File: config.mk
export PLATFORM = sky130hd
export DESIGN_NAME = hazard_unit_flat
export DESIGN_NICKNAME = d
export VERILOG_FILES = /design/src/rtl/hazard_pkg.sv /design/src/rtl/hazard_if.sv /design/src/rtl/hazard_tag_reg.sv /design/src/rtl/hazard_unit.sv /design/src/flat_wrapper.sv
export SDC_FILE = /design/constraint.sdc
export NUM_CORES = 1
export LEC_CHECK = 0
export BUFFER_PORTS_ARGS = -buffer_cell sky130_fd_sc_hd__buf_4
export CAP_MARGIN = 20
export CELL_PAD_IN_SITES_DETAIL_PLACEMENT = 1
export CELL_PAD_IN_SITES_GLOBAL_PLACEMENT = 1
export CORE_ASPECT_RATIO = 1.25
export CORE_UTILIZATION = 41
export DETAILED_ROUTE_END_ITERATION = 8
export HOLD_SLACK_MARGIN = 0.02
export PLACE_DENSITY = 0.77
export SLEW_MARGIN = 20
export SYNTH_ARGS = -nofsm -noshare
export SYNTH_HDL_FRONTEND = slang
export SYNTH_SLANG_ARGS = --single-unit
File: constraint.sdc
create_clock -name clk -period 4.05 [get_ports clk]
set_input_delay 0.81 -clock clk [delete_from_list [all_inputs] [get_ports clk]]
set_output_delay 0.81 -clock clk [all_outputs]
set_load 0.005 [all_outputs]
File: src/rtl/hazard_pkg.sv
// hazard_pkg: shared forwarding-select enum, per-stage tag struct and tag match helpers for hazard_unit
package hazard_pkg;
  localparam int TAG_AW = 8;
  typedef enum logic [1:0] {FWD_RF = 2'b00, FWD_WB = 2'b01, FWD_MEM = 2'b10} fwd_sel_t;
  typedef struct packed {
    logic [TAG_AW-1:0] ra1;
    logic [TAG_AW-1:0] ra2;
    logic [TAG_AW-1:0] wa3;
    logic regwrite;
    logic memtoreg;
    logic pcsrc;
  } stage_tag_t;
  function automatic fwd_sel_t fwd_sel(input logic [TAG_AW-1:0] src, pc, input stage_tag_t m, w);
    return src == pc ? FWD_RF : m.regwrite && m.wa3 == src ? FWD_MEM : w.regwrite && w.wa3 == src ? FWD_WB : FWD_RF;
  endfunction
  function automatic logic load_hit(input logic [TAG_AW-1:0] src, pc, input stage_tag_t t);
    return src != pc && t.regwrite && t.memtoreg && t.wa3 == src;
  endfunction
endpackage

File: src/rtl/hazard_if.sv
// hazard_if: Decode-side controls in (Enable, RA1D/RA2D/WA3D, RegWriteD/MemtoRegD/PCSrcD, BranchTakenE), forwards/stalls/flushes/counters out
interface hazard_if #(parameter int REG_AW = 4, parameter int CNT_W = 16);
  logic Enable;
  logic [REG_AW-1:0] RA1D, RA2D, WA3D;
  logic RegWriteD, MemtoRegD, PCSrcD, BranchTakenE;
  logic [1:0] ForwardAE, ForwardBE;
  logic StallF, StallD, FlushD, FlushE;
  logic [CNT_W-1:0] StallCount, FlushCount;
  modport master(
    output Enable, RA1D, RA2D, WA3D, RegWriteD, MemtoRegD, PCSrcD, BranchTakenE,
    input ForwardAE, ForwardBE, StallF, StallD, FlushD, FlushE, StallCount, FlushCount
  );
  modport slave(
    input Enable, RA1D, RA2D, WA3D, RegWriteD, MemtoRegD, PCSrcD, BranchTakenE,
    output ForwardAE, ForwardBE, StallF, StallD, FlushD, FlushE, StallCount, FlushCount
  );
endinterface

File: src/rtl/hazard_tag_reg.sv
// hazard_tag_reg: one pipeline tag stage; clk/reset, en holds, flush loads a bubble, d in, q out
module hazard_tag_reg import hazard_pkg::*; (
  input  logic       clk,
  input  logic       reset,
  input  logic       en,
  input  logic       flush,
  input  stage_tag_t d,
  output stage_tag_t q
);
  always_ff @(posedge clk)
    if (reset) q <= '0;
    else if (en) q <= flush ? '0 : d;
endmodule

File: src/rtl/hazard_unit.sv
// hazard_unit: ARM 5-stage hazard controller; clk/reset plus hazard_if slave carrying Decode tags in and forward/stall/flush/counters out
module hazard_unit import hazard_pkg::*; #(
  parameter int REG_AW     = 4,
  parameter int PC_REG     = 15,
  parameter int LOAD_STALL = 1,
  parameter int CNT_W      = 16
) (
  input logic     clk,
  input logic     reset,
  hazard_if.slave hz
);
  localparam logic [TAG_AW-1:0] PC = TAG_AW'(PC_REG);
  stage_tag_t d_tag, m_in, e_tag, m_tag, w_tag;
  logic ld_e, ld_m, ld_stall, pc_pend, unused_tags;
  logic [CNT_W-1:0] stall_cnt, flush_cnt;
  assign d_tag = '{ra1: TAG_AW'(hz.RA1D), ra2: TAG_AW'(hz.RA2D), wa3: TAG_AW'(hz.WA3D),
                   regwrite: hz.RegWriteD, memtoreg: hz.MemtoRegD, pcsrc: hz.PCSrcD};
  assign m_in = '{ra1: '0, ra2: '0, wa3: e_tag.wa3, regwrite: e_tag.regwrite,
                  memtoreg: e_tag.memtoreg, pcsrc: e_tag.pcsrc};
  hazard_tag_reg u_e (.clk(clk), .reset(reset), .en(hz.Enable), .flush(hz.FlushE), .d(d_tag), .q(e_tag));
  hazard_tag_reg u_m (.clk(clk), .reset(reset), .en(hz.Enable), .flush(1'b0),      .d(m_in),  .q(m_tag));
  hazard_tag_reg u_w (.clk(clk), .reset(reset), .en(hz.Enable), .flush(1'b0),      .d(m_tag), .q(w_tag));
  assign ld_e = load_hit(d_tag.ra1, PC, e_tag) | load_hit(d_tag.ra2, PC, e_tag);
  assign ld_m = load_hit(d_tag.ra1, PC, m_tag) | load_hit(d_tag.ra2, PC, m_tag);
  // a two-cycle load latency keeps the consumer waiting while the load sits in M as well
  assign ld_stall = ld_e | ((LOAD_STALL == 2) & ld_m);
  assign pc_pend = hz.PCSrcD | e_tag.pcsrc | m_tag.pcsrc;
  assign hz.ForwardAE = fwd_sel(e_tag.ra1, PC, m_tag, w_tag);
  assign hz.ForwardBE = fwd_sel(e_tag.ra2, PC, m_tag, w_tag);
  assign hz.StallF = (ld_stall | pc_pend) & ~hz.BranchTakenE;
  assign hz.StallD = ld_stall & ~hz.BranchTakenE;
  assign hz.FlushD = pc_pend | w_tag.pcsrc | hz.BranchTakenE;
  assign hz.FlushE = ld_stall | hz.BranchTakenE;
  assign unused_tags = ^{m_tag.ra1, m_tag.ra2, w_tag.ra1, w_tag.ra2, w_tag.memtoreg};
  always_ff @(posedge clk)
    if (reset) begin
      stall_cnt <= '0;
      flush_cnt <= '0;
    end else if (hz.Enable) begin
      stall_cnt <= stall_cnt + CNT_W'(hz.StallD && !(&stall_cnt));
      flush_cnt <= flush_cnt + CNT_W'((hz.FlushD || hz.FlushE) && !(&flush_cnt));
    end
  assign hz.StallCount = stall_cnt;
  assign hz.FlushCount = flush_cnt;
endmodule

File: src/flat_wrapper.sv
// flat-port wrapper written by rule: the top's interface ports become plain ports
module hazard_unit_flat import hazard_pkg::*;
#(
  parameter int REG_AW     = 4,
  parameter int PC_REG     = 15,
  parameter int LOAD_STALL = 1,
  parameter int CNT_W      = 16
)
  (clk, reset, hz_Enable, hz_RA1D, hz_RA2D, hz_WA3D, hz_RegWriteD, hz_MemtoRegD, hz_PCSrcD, hz_BranchTakenE, hz_ForwardAE, hz_ForwardBE, hz_StallF, hz_StallD, hz_FlushD, hz_FlushE, hz_StallCount, hz_FlushCount);
  hazard_if #(.REG_AW(REG_AW), .CNT_W(CNT_W)) hz_i ();
  input logic clk;
  input logic reset;
  input wire logic [$bits(hz_i.Enable)-1:0] hz_Enable;
  input wire logic [$bits(hz_i.RA1D)-1:0] hz_RA1D;
  input wire logic [$bits(hz_i.RA2D)-1:0] hz_RA2D;
  input wire logic [$bits(hz_i.WA3D)-1:0] hz_WA3D;
  input wire logic [$bits(hz_i.RegWriteD)-1:0] hz_RegWriteD;
  input wire logic [$bits(hz_i.MemtoRegD)-1:0] hz_MemtoRegD;
  input wire logic [$bits(hz_i.PCSrcD)-1:0] hz_PCSrcD;
  input wire logic [$bits(hz_i.BranchTakenE)-1:0] hz_BranchTakenE;
  output wire logic [$bits(hz_i.ForwardAE)-1:0] hz_ForwardAE;
  output wire logic [$bits(hz_i.ForwardBE)-1:0] hz_ForwardBE;
  output wire logic [$bits(hz_i.StallF)-1:0] hz_StallF;
  output wire logic [$bits(hz_i.StallD)-1:0] hz_StallD;
  output wire logic [$bits(hz_i.FlushD)-1:0] hz_FlushD;
  output wire logic [$bits(hz_i.FlushE)-1:0] hz_FlushE;
  output wire logic [$bits(hz_i.StallCount)-1:0] hz_StallCount;
  output wire logic [$bits(hz_i.FlushCount)-1:0] hz_FlushCount;
  assign hz_i.Enable = hz_Enable;
  assign hz_i.RA1D = hz_RA1D;
  assign hz_i.RA2D = hz_RA2D;
  assign hz_i.WA3D = hz_WA3D;
  assign hz_i.RegWriteD = hz_RegWriteD;
  assign hz_i.MemtoRegD = hz_MemtoRegD;
  assign hz_i.PCSrcD = hz_PCSrcD;
  assign hz_i.BranchTakenE = hz_BranchTakenE;
  assign hz_ForwardAE = hz_i.ForwardAE;
  assign hz_ForwardBE = hz_i.ForwardBE;
  assign hz_StallF = hz_i.StallF;
  assign hz_StallD = hz_i.StallD;
  assign hz_FlushD = hz_i.FlushD;
  assign hz_FlushE = hz_i.FlushE;
  assign hz_StallCount = hz_i.StallCount;
  assign hz_FlushCount = hz_i.FlushCount;
  hazard_unit #(.REG_AW(REG_AW), .PC_REG(PC_REG), .LOAD_STALL(LOAD_STALL), .CNT_W(CNT_W)) u_core (.clk(clk), .reset(reset), .hz(hz_i));
endmodule
* Word-level counts from Yosys, hierarchy flattened
Cells that the tools add are included.
Storage, ports and cells: output and inout bits 40, word-level logic and storage cells 60, bits in read-only memories 0, flip-flop bits (word level) 79, memories 0, bits in latches 0, input bits 19, memory bits (writable) 0
Cells by class: add/subtract/negate cells 2, equal/unequal tests 10, bitwise gates (word level) 10, multiplexer cells 7, magnitude comparators 0, $mul 0, div/mod/pow operators 0, shifts and indexed selects 0, reductions and logical operators 17
Operators by type and width (count):
- $add 16x1->16 | 2
- $eq 8x8->1 | 4
- $reduce_and 16->1 | 2
- $mux 23 | 1
- $eq 8x4->1 | 2
- $eq 8x4->1 const B | 2
- $logic_and 1x1->1 | 12
- $mux 2 | 4
- $ne 4x4->1 const B | 2
- $or 1x1->1 | 7
- $and 1x1->1 | 2
- $logic_not 1->1 | 2
- $mux 1 | 2
- $logic_or 1x1->1 | 1
- $not 1->1 | 1

* Longest topological paths before layout
word-level depth 9, gate-level depth with buffers 11, mapped depth without buffers 10

* By module
A second synthesis with hierarchy kept.
Unflattened totals: cells, all modules 614, area total of the unflattened synthesis 5591.6 µm²
Modules (own cells, without submodules):
- hazard_tag_reg | area an instance 1162.4 µm², times used 3, cells each 119, sequential area each 540.5 µm²
- hazard_unit | area an instance 2104.5 µm², times used 1, cells each 257, sequential area each 640.6 µm²

* Worst setup path after synthesis
OpenSTA, ideal clock, no wires.
path kind input port to flip-flop, from input hz_RA1D[2], to register u_core.stall_cnt[14] (netlist: u_core.hz.StallCount[14]), path slack 811 ps, cell stages on the path 11, arrival 3168 ps, buffers on the path 1, required time 3980 ps, setup time 70 ps, cells stage by stage xor2_1 or4_4 o22a_2 nor3_1 ha_1 ha_1 and3_1 clkbuf_1 nand3_1 or3_1 a21oi_1
On the way: word-level cells in the longest chain between the ends 8, elaborated cells between the ends (all ways) 9, classes of those cells add/sub: 1; eq/ne: 2; bitwise: 2; reduce/logical: 4
Ends and longest elaborated chain:
- from (decl) | line flat_wrapper.sv:14 | input wire logic [$bits(hz_i.RA1D)-1:0] hz_RA1D;
- $ne 4x4->1 | line hazard_pkg.sv:17 | return src != pc && t.regwrite && t.memtoreg && t.wa3 == src;
- $logic_and 1x1->1 (2 in a row) | line hazard_pkg.sv:17
- $logic_and 1x1->1 * | line hazard_pkg.sv:17
- $or 1x1->1 * | line hazard_unit.sv:23 | assign ld_e = load_hit(d_tag.ra1, PC, e_tag) | load_hit(d_tag.ra2, PC, e_tag);
- $and 1x1->1 * | line hazard_unit.sv:31 | assign hz.StallD = ld_stall & ~hz.BranchTakenE;
- $logic_and 1x1->1 * | line hazard_unit.sv:40 | stall_cnt <= stall_cnt + CNT_W'(hz.StallD && !(&stall_cnt));
- $add 16x1->16 * | line hazard_unit.sv:40
- to (signal assigned) | line hazard_unit.sv:40
- to (decl) | line hazard_unit.sv:15 | logic [CNT_W-1:0] stall_cnt, flush_cnt;
Mark *: on every way between the ends. The rest lies on a longest branch, timed or not. A chain may end at the register's enable or synchronous reset.

* Final worst setup path
from input hz_RA2D[3], to register u_core.stall_cnt[14] (netlist: u_core.hz.StallCount[14])
On the way: word-level cells in the longest chain between the ends 8, elaborated cells between the ends (all ways) 9, classes of those cells add/sub: 1; eq/ne: 2; bitwise: 2; reduce/logical: 4
Ends and longest elaborated chain:
- from (decl) | line flat_wrapper.sv:15 | input wire logic [$bits(hz_i.RA2D)-1:0] hz_RA2D;
- $ne 4x4->1 | line hazard_pkg.sv:17
- $logic_and 1x1->1 (2 in a row) | line hazard_pkg.sv:17
- $logic_and 1x1->1 * | line hazard_pkg.sv:17
- $or 1x1->1 * | line hazard_unit.sv:23
- $and 1x1->1 * | line hazard_unit.sv:31
- $logic_and 1x1->1 * | line hazard_unit.sv:40
- $add 16x1->16 * | line hazard_unit.sv:40
Marks and branches as above.

==> impl_results.md <==
- Mux cell area share after synthesis: between 5 and 6%
- Tightest Pin Transition: 0.6520 ns
- Cts hold-fix bufs: 0
- Die W: roughly 77 um
- Tot GR Track Use: around 23%
- Layout cells sized above 1: ~20%
- Largest family of logic cells by synthesized area: simple AND/OR/NAND/NOR gates
- Grt total ovfl: 0
- Simple-gate share of the synthesized area: between 20% and 30%
- Port buffer count: 58
- Post-CTS Setup Bufs: 0
- XOR/XNOR share of the synthesized area: 10.55%
- Final HPWL DP: approximately 5500 um
- Pleak: roughly 1.4 nW
- Seq cells post-synth: 59
- Crit path largest cell delay: around 0.60 ns
- Die Span Y: 96.12 um
- Met3 Routed Length: 276 um
- Largest cells by area after synthesis: dfxtp_1 41%, xor2_1 7.8%, mux2i_1 5.5%
- Worst setup EP type: register
- Iteration-0 DRC Markers: 84
- Inst Count DP: about 460
- WL/cell: between 15 and 20 um
- Largest net degree at the start of global routing: 68
- Ant. Diodes: 0
- DRC Markers: 0
- Clock Pin Slew Worst Setup and Hold Paths: around 0.06 ns
- Status: finished clean
- WL met2: ~4200 um
- CTS Buf Count: 9
- Syn nets: between 300 and 400
- Clock Tree Buf Depth: 2
- PostCTS Resize Cnt: 0
- Vias/cell: around 5.6
- Adder-Cell Fraction of Synth Area: 2.153%
- Clk_lat worst skew: between 0.3 and 0.4 ns
- Core Area: around 6700 um2
- Worst r2r src: u_core.u_e.q[5]$_SDFFE_PP0P_
- Minimum clock period: 3.354 ns
- Layout Cells excl Fill: roughly 480
- Critical path's slowest cell: or4_1
- TNS Setup: 0 ns
- Vias: ~2,700
- Hold path startpoint: u_core.u_e.q[1]$_SDFFE_PP0P_
- Clk_skew: about 0.0081 ns
- Top layer in use: met4
- Final setup violation count: 0
- # Max-Cap Violations: 0
- Yosys top cell area share: 40.65%
- Reg2reg setup slack: 0.89 ns
- Worst EP required: 4.31 ns
- Final ANT Viol Nets: 0
- Sequential share of the synthesized area: approximately two fifths
- RR Endpoint: u_core.hz.StallCount[14]$_SDFFE_PP0P_
- Met1 wire length: between 3000 and 4000 um
- Detailed Route WL: approximately 8000 um
- FMAX: 298.1 MHz
- Initial core utilization: approximately 43%
- Vias in the first global route: ~2,600
- Sequence of cells on the critical path: buf_4, xor2_1, or4_1, o22a_2, nor3_1, ha_1, ha_1, and3_1, nand3_1, or3_1, a21oi_1
- Compound-cell area share of the yosys netlist: between 10% and 20%
- Crit-path max FO: 6
- CTS tree: built
- Most used cell, CP: ha_1
- Hold path cells: 2
- Final hold violation count: 0
- Pwr Total: ~1.3 mW
- Area delta synth->final: 25.02%
- NumNets Final: slightly above 400
- First-pass GRT wire length: ~13,000 um
- YS warnings: 0
- Die area: 7429 um2
- Unrepaired setup endpoints after global routing: false
- Startpoint types: primary input
- Io pins: around 60
- Mapped Area: roughly 2900 um2
- CTS root buffer: clkbuf_8
- Drt first pass iters: 4
- Sink Count: approximately 60
- Hold EP: u_core.u_e.q[1]$_SDFFE_PP0P_
- Worst VDD drop: 257.9 uV
- Cell Rows: 33
- Max_slew headroom: between 50% and 60%
- Initial antenna violation count: 0
- Critical path class: in2reg
- Power per Cell Area: ~370 nW/um2
- CP arrival: about 3.6 ns
- GPL Wtd Cong: between 0.7 and 0.8
- Worst Hold Class: reg2reg
- Final period util: between 80% and 90%
- Avg Inst Size Synth: between 8 and 9 um2
- Mapped Cells: between 300 and 400
- CTS HTree Levels: 3
- Slew Viols, Final: 0
- Post-synth top area cell: dfxtp_1
- R2R depth: 10
- Count of different cell masters after synthesis: 38
[layout by cell type (no fill, tap or decap), drive strengths merged, types with 12 or more instances in the layout]
cell type,Yosys,layout
dfxtp,59,59
nand4,13,13
nand3,25,25
nor2,40,40
o32ai,15,15
xor2,26,26
mux2i,16,16
buf,4,59
nand2,12,12
a21oi,12,12
inv,18,18
[flip-flops by register name, indices dropped and copies added (netlist names)]
signal	flops
u_core.u_e.q	15
u_core.u_w.q	6
u_core.hz.StallCount	16
u_core.hz.FlushCount	16
u_core.u_m.q	6
[cell type report]
| class | count | area [um2] |
|---|---|---|
| Tap cell | 87 | 108.9 |
| Timing Repair Buffer | 59 | 442.9 |
| Fill cell | 809 | 3057 |
| Clock buffer | 11 | 141.4 |
| Inverter | 18 | 67.56 |
| Multi-Input combinational cell | 240 | 1590 |
| Sequential cell | 59 | 1181 |
| Clock inverter | 5 | 100.1 |
[report_power, final]
part	internal (mW)	total (mW)	switching [mW]	leakage, nW
combinational	0.0396	0.0869	0.0473	0.847
clock	0.424	0.658	0.234	0.123
sequential	0.590	0.603	0.0130	0.477
[per-stage QoR]
| stage | cell area (um2) | worst slack, ns | hold slack, ns | utilization, % |
|---|---|---|---|---|
| after floorplan | 2905 | 0.8115 | 0.4532 | - |
| after global placement | 3391 | 0.5956 | 0.4673 | 50.69 |
| after detailed placement | 3391 | 0.5012 | 0.4808 | 50.69 |
| after CTS | 3632 | 0.7253 | 0.4904 | 54.30 |
| after global routing | 3632 | 0.5872 | 0.5100 | 54.30 |
| final | 3632 | 0.6958 | 0.4801 | 54.30 |
[logic make-up (layout without fill, tap and decap cells)]
logic type | Yosys count | count (layout)
adder cells (fa/ha/maj) | 5 | 5
flip-flops | 59 | 59
AO/OA/AOI/OAI | 48 | 48
buffers and inverters | 33 | 93
XOR/XNOR | 35 | 35
multiplexers | 16 | 16
AND/OR/NAND/NOR | 136 | 136
[routing by layer]
| metal | vias to the layer above | global-route usage [%] |
|---|---|---|
| met5 | - | 0 |
| met4 | 0 | 11.32 |
| met3 | 11 | 4.455 |
| met2 | 59 | 39.82 |
| met1 | 1305 | 26.03 |
| li1 | 1297 | - |
[critical path, delay by kind of cell]
family	cells	cell delay, ns
xor gates and xnor gates	1	0.13
AOI/OAI and AO/OA	2	0.41
and+or+nand+nor	5	1.66
buffers and inverters	1	0.12
adders and majority gates	2	0.48
[synth_stat cells]
library cell,number
a22o_1,1
nor2b_1,1
o22a_2,1
buf_1,1
a21oi_1,12
or3_1,8
buf_2,2
a41oi_1,1
xor2_1,26
nand4_1,13
nor3_1,7
o21ai_0,7
inv_1,18
o311ai_0,1
o22ai_1,1
dfxtp_1,59
or4_4,1
and2_1,6
ha_1,5
or4_1,5
nor4_1,1
o32ai_1,15
nand3_1,25
or2_2,1
o22a_1,1
nor2_1,40
nand2_1,12
xnor2_1,9
nand2b_1,1
buf_6,1
mux2i_1,16
clkbuf_1,11
o21a_1,3
o22ai_4,1
o31ai_1,4
and4_1,4
and3_1,4
nand3b_1,7
[worst max-delay path by stage]
stage,startpoint,endpoint,slack [ns],cells past startpoint
finish,hz_RA2D[3],u_core.hz.StallCount[14]$_SDFFE_PP0P_,0.70,11
global route,hz_RA2D[3],u_core.hz.StallCount[14]$_SDFFE_PP0P_,0.59,11
CTS,hz_RA2D[3],u_core.hz.StallCount[14]$_SDFFE_PP0P_,0.73,11
detailed placement,hz_RA2D[3],u_core.hz.StallCount[12]$_SDFFE_PP0P_,0.50,11
global placement,hz_RA2D[3],u_core.hz.StallCount[14]$_SDFFE_PP0P_,0.60,11
floorplan,hz_RA1D[2],u_core.hz.StallCount[14]$_SDFFE_PP0P_,0.81,11
(Power assumes the default switching activity.)
